==> src/rtl/led_step_pkg.sv <==
// led_step_pkg: shared debounce state encoding, speed levels and step period table
package led_step_pkg;
  typedef enum logic [1:0] {IDLE, PRESS_FILT, PRESSED, REL_FILT} deb_state_t;
  localparam logic [1:0] SPD_1000MS = 2'd0;
  localparam logic [1:0] SPD_500MS  = 2'd1;
  localparam logic [1:0] SPD_250MS  = 2'd2;
  localparam logic [1:0] SPD_125MS  = 2'd3;
  localparam logic [15:0] PERIOD_TBL = {4'd1, 4'd2, 4'd4, 4'd8};
  function automatic logic [3:0] step_period(input logic [1:0] spd);
    return PERIOD_TBL[{spd, 2'b00} +: 4];
  endfunction
endpackage

==> src/rtl/key_debounce.sv <==
// key_debounce: 2-FF synchronizer plus debounce FSM giving a press pulse and a held level
module key_debounce
  import led_step_pkg::*;
#(
  parameter logic [19:0] DEBOUNCE_MAX = 20'd999_999
) (
  input  logic sys_clk,
  input  logic sys_rst_n,
  input  logic key_in,
  output logic key_flag,
  output logic key_held
);
  logic [1:0] sync;
  logic [19:0] cnt;
  deb_state_t state;
  logic key_s;
  assign key_s = sync[1];
  assign key_held = (state == PRESSED) || (state == REL_FILT);
  always_ff @(posedge sys_clk or negedge sys_rst_n)
    if (!sys_rst_n) begin
      sync <= 2'b11;
      state <= IDLE;
      cnt <= '0;
      key_flag <= 1'b0;
    end else begin
      sync <= {sync[0], key_in};
      key_flag <= 1'b0;
      case (state)
        IDLE: begin
          cnt <= '0;
          if (!key_s) state <= PRESS_FILT;
        end
        PRESS_FILT:
          if (key_s) begin
            state <= IDLE;
            cnt <= '0;
          end else if (cnt == DEBOUNCE_MAX) begin
            state <= PRESSED;
            cnt <= '0;
            key_flag <= 1'b1;
          end else cnt <= cnt + 20'd1;
        PRESSED: begin
          cnt <= '0;
          if (key_s) state <= REL_FILT;
        end
        REL_FILT:
          if (!key_s) begin
            state <= PRESSED;
            cnt <= '0;
          end else if (cnt == DEBOUNCE_MAX) begin
            state <= IDLE;
            cnt <= '0;
          end else cnt <= cnt + 20'd1;
      endcase
    end
endmodule

==> src/rtl/led_step_gen.sv <==
// led_step_gen: key-controlled step-rate generator for a water-LED shifter
// LED_STEP_PAUSE_EN adds long-press pause toggling with speed change deferred to release
module led_step_gen
  import led_step_pkg::*;
#(
  parameter logic [19:0] DEBOUNCE_MAX = 20'd999_999,
  parameter logic [22:0] PRESCALE_MAX = 23'd6_249_999,
  parameter logic [25:0] LONG_MAX     = 26'd49_999_999
) (
  input  logic       sys_clk,
  input  logic       sys_rst_n,
  input  logic       key_in,
  output logic       step_tick,
  output logic [1:0] speed_sel,
  output logic       key_flag,
  output logic       paused
);
  logic key_held, spd_inc, run, base, period_done;
  logic [22:0] pre;
  logic [3:0] stp;
  key_debounce #(.DEBOUNCE_MAX(DEBOUNCE_MAX)) u_key (
    .sys_clk  (sys_clk),
    .sys_rst_n(sys_rst_n),
    .key_in   (key_in),
    .key_flag (key_flag),
    .key_held (key_held)
  );
`ifdef LED_STEP_PAUSE_EN
  logic [25:0] hold_cnt;
  logic long_done, held_d;
  always_ff @(posedge sys_clk or negedge sys_rst_n)
    if (!sys_rst_n) begin
      hold_cnt <= '0;
      long_done <= 1'b0;
      held_d <= 1'b0;
      paused <= 1'b0;
    end else begin
      held_d <= key_held;
      if (!key_held) begin
        hold_cnt <= '0;
        long_done <= 1'b0;
      end else if (!long_done) begin
        if (hold_cnt == LONG_MAX) begin
          paused <= ~paused;
          long_done <= 1'b1;
        end else hold_cnt <= hold_cnt + 26'd1;
      end
    end
  // a short hold changes speed on release; a long hold only toggles pause
  assign spd_inc = held_d && !key_held && !long_done;
  assign run = !paused;
`else
  logic unused_pause;
  assign unused_pause = ^{key_held, LONG_MAX};
  assign spd_inc = key_flag;
  assign paused = 1'b0;
  assign run = 1'b1;
`endif
  assign base = pre == PRESCALE_MAX;
  assign period_done = stp == step_period(speed_sel) - 4'd1;
  // a speed change restarts the period and swallows any coincident step
  always_ff @(posedge sys_clk or negedge sys_rst_n)
    if (!sys_rst_n) begin
      pre <= '0;
      stp <= '0;
      speed_sel <= SPD_500MS;
      step_tick <= 1'b0;
    end else begin
      step_tick <= 1'b0;
      if (spd_inc) begin
        speed_sel <= speed_sel + 2'd1;
        pre <= '0;
        stp <= '0;
      end else if (run) begin
        pre <= base ? '0 : pre + 23'd1;
        if (base) begin
          stp <= period_done ? '0 : stp + 4'd1;
          step_tick <= period_done;
        end
      end
    end
endmodule

==> config.mk <==
export PLATFORM = sky130hd
export DESIGN_NAME = led_step_gen
export DESIGN_NICKNAME = d
export VERILOG_FILES = /design/src/rtl/led_step_pkg.sv /design/src/rtl/key_debounce.sv /design/src/rtl/led_step_gen.sv
export SDC_FILE = /design/constraint.sdc
export NUM_CORES = 1
export LEC_CHECK = 0
export BUFFER_PORTS_ARGS = -buffer_cell sky130_fd_sc_hd__buf_2
export CAP_MARGIN = 20
export CORE_ASPECT_RATIO = 0.7
export CORE_MARGIN = 2
export CORE_UTILIZATION = 62
export CTS_BUF_LIST = sky130_fd_sc_hd__clkbuf_16
export DETAILED_ROUTE_END_ITERATION = 12
export GPL_TIMING_DRIVEN = 0
export PLACE_DENSITY = 0.78
export SLEW_MARGIN = 20
export SYNTH_ARGS = -nofsm -noshare
export SYNTH_HDL_FRONTEND = slang
export SYNTH_SLANG_ARGS = --single-unit
==> constraint.sdc <==
create_clock -name sys_clk -period 2.5 [get_ports sys_clk]
set_input_delay 0.125 -clock sys_clk [delete_from_list [all_inputs] [get_ports sys_clk]]
set_output_delay 0.125 -clock sys_clk [all_outputs]
set_load 0.01 [all_outputs]
# Yosys cells after proc, flatten, opt, wreduce, memory -nomap -nowiden
# Cells that the tools add are included.
[word_totals]
register_bits = 55
input_bits = 3
output_inout_bits = 5
wordCells = 49
[op_classes]
add_sub_neg = 5
n_eq_ne = 10
n_shift = 1
n_mux = 21
n_reduce_logical = 4
[ops]
columns = ["operator", "count"]
rows = [
  ["2-to-1 mux 20 bit", 3],
  ["case mux 20 bit (3 select lines)", 1],
  ["2-to-1 mux 23 bit", 2],
  ["adder 23 x 1 -> 23 bit (second input constant)", 1],
  ["equality test 23 bit (second input constant)", 1],
  ["adder 20 x 1 -> 20 bit (second input constant)", 1],
  ["equality test 20 bit (second input constant)", 1],
  ["variable part select 16 x 5 -> 4 bit (first input constant)", 1],
  ["2-to-1 mux 2 bit", 6],
  ["2-to-1 mux 4 bit", 3],
  ["case mux 2 bit (4 select lines)", 1],
  ["2-to-1 mux 1 bit", 5],
  ["adder 4 x 1 -> 4 bit (second input constant)", 1],
  ["equality test 2 bit (second input constant)", 2],
  ["equality test 4 bit", 1],
  ["AND reduction 4 bit", 1],
  ["subtractor 4 x 1 -> 4 bit (second input constant)", 1],
  ["!= test 3 x 1 -> 1 bit (second input constant)", 1],
  ["!= test 3 bit (second input constant)", 1],
  ["adder 2 x 1 -> 2 bit (second input constant)", 1],
  ["equality test 2 x 1 -> 1 bit (second input constant)", 1],
  ["logical NOT 2 bit", 1],
  ["!= test 2 x 1 -> 1 bit (second input constant)", 1],
  ["!= test 2 bit (second input constant)", 1],
  ["other kinds (2)", 2],
]

# Depth between registers and ports, before layout
[logic_depth]
ltp_word = 6
ltp_mapped = 7
mapped_depth_nobuf = 6

# Hierarchy
# A second synthesis with hierarchy kept.
[hier_totals]
hier_cells = 294
area_unflattened_um2 = 2905.3
[by_module_without_submodules]
columns = ["module", "instances", "cells_per_inst", "area_per_inst_um2", "seq_area_each_um2"]
rows = [
  ["led_step_gen", 1, 175, 1724.2, 752.0],
  ["key_debounce", 1, 119, 1181.1, 628.1],
]

# Worst setup path after synthesis
# OpenSTA, ideal clock, no wires.
[synth_timing]
path_kind = "flip-flop to flip-flop"
from = "register speed_sel[0]"
to = "register stp[0]"
setup_time_ns = 0.095
arrival_ns = 1.680
required_ns = 2.405
slack_ns = 0.724
stages_incl_launch_ff = 7
path_buffers = 0
period_less_slack_ns = 1.776
path_cell_list = "dfstp_2 inv_1 ha_1 xor2_1 mux2i_1 o211ai_1 o31ai_1"
[synth_between]
elab_chain_cells = 6
[synth_lines]
columns = ["item", "line_no", "rtl"]
rows = [
  ["start, declared", "led_step_gen.sv:14", "output logic [1:0] speed_sel,"],
  ["start signal, assigned", "led_step_gen.sv:71", "speed_sel <= speed_sel + 2'd1;"],
  ["variable part select 16 x 5 -> 4 bit", "led_step_pkg.sv:10", "return PERIOD_TBL[{spd, 2'b00} +: 4];"],
  ["subtractor 4 x 1 -> 4 bit", "led_step_gen.sv:60", "assign period_done = stp == step_period(speed_sel) - 4'd1;"],
  ["equality test 4 bit", "led_step_gen.sv:60", ""],
  ["2-to-1 mux 4 bit", "led_step_gen.sv:77", "stp <= period_done ? '0 : stp + 4'd1;"],
  ["2-to-1 mux 4 bit", "led_step_gen.sv:76", "if (base) begin"],
  ["2-to-1 mux 4 bit", "led_step_gen.sv:70", "if (spd_inc) begin"],
  ["end signal, assigned", "led_step_gen.sv:77", ""],
  ["end, declared", "led_step_gen.sv:20", "logic [3:0] stp;"],
]
# No other way between the ends. The select of a mux whose other input is x is not followed.
# A chain may end at the register's enable or synchronous reset.

# Worst setup path in the final report
[layout_timing]
from = "register pre[8]"
to = "register pre[2]"
[layout_between]
elab_chain_cells = 3
[layout_lines]
columns = ["item", "line_no", "rtl"]
rows = [
  ["start, declared", "led_step_gen.sv:19", "logic [22:0] pre;"],
  ["start signal, assigned", "led_step_gen.sv:75", "pre <= base ? '0 : pre + 23'd1;"],
  ["equality test 23 bit", "led_step_gen.sv:59", "assign base = pre == PRESCALE_MAX;"],
  ["2-to-1 mux 23 bit", "led_step_gen.sv:75", ""],
  ["2-to-1 mux 23 bit", "led_step_gen.sv:70", ""],
]
# No other way between the ends.

==> flow_summary.ini <==
[synth]
synth_area_per_cell_um2 = 9.98
async_flop_share = 1.00
syn_inst = 286
syn_nets = 296
synthesis.area_um2 = 2850
synth_commonest_cells = 52 x dfrtp_1, 30 x nor2_1, 18 x nand3_1, 18 x xor2_1, 15 x a21oi_1
ys_seq_elements = 55
yosys_warnings = 0
ys.flop_type = dfrtp_1
synth_area_leaders = dfrtp_1 46%, xor2_1 5.5%, nor2_1 3.9%
ys_seq_area_frac = 0.484
yosysMostFrequentCell = dfrtp_1
synth_edf_count = 0
yosysTopAreaCellShare = 0.456
synth.distinct_cells = 40
yosysTopAreaCell = dfrtp_1

[clock_network]
cts_buffers = 5
h-tree-depth = 2
cts_setup_buffers = 0
cts_root_buf = clkbuf_16
cts_buffer_depth = 2
insertion_delay_ns = 0.29
clk_pin_slew_ns = 0.07
clock-sinks = 55
tritoncts = built

[finish]
final.fill_count = 330
syn_to_final_growth_pct = 11.0
multi_input_area_um2 = 1380
drive_gt1_frac = 0.109
fin_cells = 357
seq_area_um2 = 1380
fin_nets = 311
diodes = 0
final_util = 0.723

[placed_design]
dp_slack_ns = 0.417
dp_hpwl_um = 3830
gp_congestion = 0.810
portBuffers = 6
dp.cells = 347

[timing]
skew_ns = 0.00646
max_freq_mhz = 470
setup_tns_ns = 0
slew_headroom = 0.541
finalHoldViolations = 0
slew_viol_final = 0
fin_ws_ns = 0.373
setup_viol = 0
fin_crit_ns = 2.13
worst_pin_slew_ns = 0.688
rsz0062_at_grt = false
period_share = 0.851

[critical_path]
path_cells = nor4_1 -> nand3_1 -> o21ai_1 -> buf_2 -> nor2_1
crit_path_max_incr_delay_ns = 0.55
path_class = register to register
crit_path_top_delay_cell = nor4_1
worstSetupEndpointType = register
cp_max_fo = 10
critPathArrivalTime_ns = 2.29
cp-start-kind = register
critPathRequiredTime_ns = 2.67
r2r_setup_slack_ns = 0.37

[die]
core_um2 = 4380
initial_utilization = 0.652
die_h_um = 60.8
die_area_um2 = 5170
pin_count = 8
die_x_um = 85.1
rows = 20

[outcome]
status = completed

[global_routing]
grt_pass1_vias = 2099
antenna_found_initial = 0
grt_max_degree = 56
grt_pass1_wl_um = 9830
grtUsageTotal = 0.242
gr-total-overflow = 0

[detailed_routing]
drtIter0Drc = 98
via_per_inst = 6.17
wl_per_cell_um = 16.2
vias = 2204
firstDrtPassIters = 5
drc = 0
finalWirelength_um = 5770
drtAntennaViolNets = 0

[power_and_ir_drop]
peakVddDrop_mv = 0.510
leakage_nw = 1.34
powerDensity_nw_per_um2 = 575
total_power_mw = 1.82

[min_path]
hold_path_class = register to register

[flow_run]
maxCapViolCount = 0
## final cells by class
type,count,area share
sequential,55,0.436
multi-input combinational,213,0.435
clock buffer,5,0.0395
buffer,11,0.0217
tap,55,0.0217
clock inverter,3,0.0213
timing repair buffer,8,0.0166
inverter,7,0.00829
## placed cells by master, fill, tap and decap left out, types with 2 or more instances in the layout
master | netlist | final
dfrtp_1 | 52 | 52
nor2_1 | 30 | 30
nand3_1 | 18 | 18
xor2_1 | 18 | 18
a21oi_1 | 15 | 15
nand2_1 | 14 | 14
nand4_1 | 14 | 14
buf_2 | 7 | 12
or3_1 | 10 | 10
xnor2_1 | 10 | 10
o31ai_1 | 9 | 9
o21ai_0 | 9 | 9
and3_1 | 8 | 8
or4_1 | 8 | 8
inv_1 | 7 | 7
o211ai_1 | 7 | 7
ha_1 | 7 | 7
and4_1 | 6 | 6
clkbuf_16 | 0 | 5
nor4_1 | 4 | 4
and2_1 | 3 | 3
mux2i_1 | 3 | 3
dfstp_2 | 3 | 3
buf_6 | 2 | 2
nor4b_1 | 2 | 2
nor4bb_1 | 2 | 2
o21ai_1 | 2 | 2
nor3_1 | 2 | 2
nor2b_1 | 2 | 2
buf_4 | 1 | 2
bufinv_16 | 0 | 2
dlygate4sd3_1 | 0 | 2
## critical path, delay by kind of cell (launching register included)
kind | cells | cell delay, ns
AO/OA/AOI/OAI | 1 | 0.32
buffers and inverters | 1 | 0.31
flip-flops | 1 | 0.45
AND/OR/NAND/NOR | 3 | 0.92
## sequential cells by signal (all words and copies together) (netlist names), named ones only
name            flops
u_key.key_flag      1
u_key.state         1
stp                 4
speed_sel           2
u_key.cnt          20
u_key.sync          2
pre                23
step_tick           1
## final timing paths
path                            endpoint  cells after the start          start
setup reg to reg                  pre[2]                      5         pre[8]
min in group asynchronous        pre[17]                      2      sys_rst_n
hold / removal             u_key.sync[1]                      0  u_key.sync[0]
setup / recovery                  pre[2]                      5         pre[8]
hold reg to reg            u_key.sync[1]                      0  u_key.sync[0]
max in group asynchronous        pre[22]                      2      sys_rst_n
## routing by layer
metal / up-vias / global-route usage / part of all wire
met1: 1088 / 0.354 / 0.51
met3: 2 / 0.0558 / 0.044
met2: 44 / 0.379 / 0.45
met4: 0 / 0.0454 / 0.0033
met5: - / 0 / 0
li1: 1070 / - / -
## power by group
group	switching, mW	internal (mW)
Sequential	0.00496	0.894
Clock	0.314	0.574
Combinational	0.0262	0.00845
## through the flow
step / instance area (µm²) / hold slack (ns)
finish: 3170 / 0.357
detailed placement: 2960 / 0.217
global route: 3170 / 0.360
global placement: 2950 / 0.231
floorplan: 2850 / -0.171
CTS: 3170 / 0.357
## logic make-up after synthesis
kind of cell,share of synthesized area
adders and majority gates,0.0307
buffers and inverters,0.0333
xor gates and xnor gates,0.0859
AOI/OAI and AO/OA,0.0938
DFF,0.484
muxes,0.0105
and+or+nand+nor,0.261
other,0.00131
## what timing repair did
item | CTS | global route
hold endpoints to repair | 53 | 0
resized for setup | 0 | 0
hold buffers | 2 | 0
Note: power is estimated with default switching activity, not from simulation.
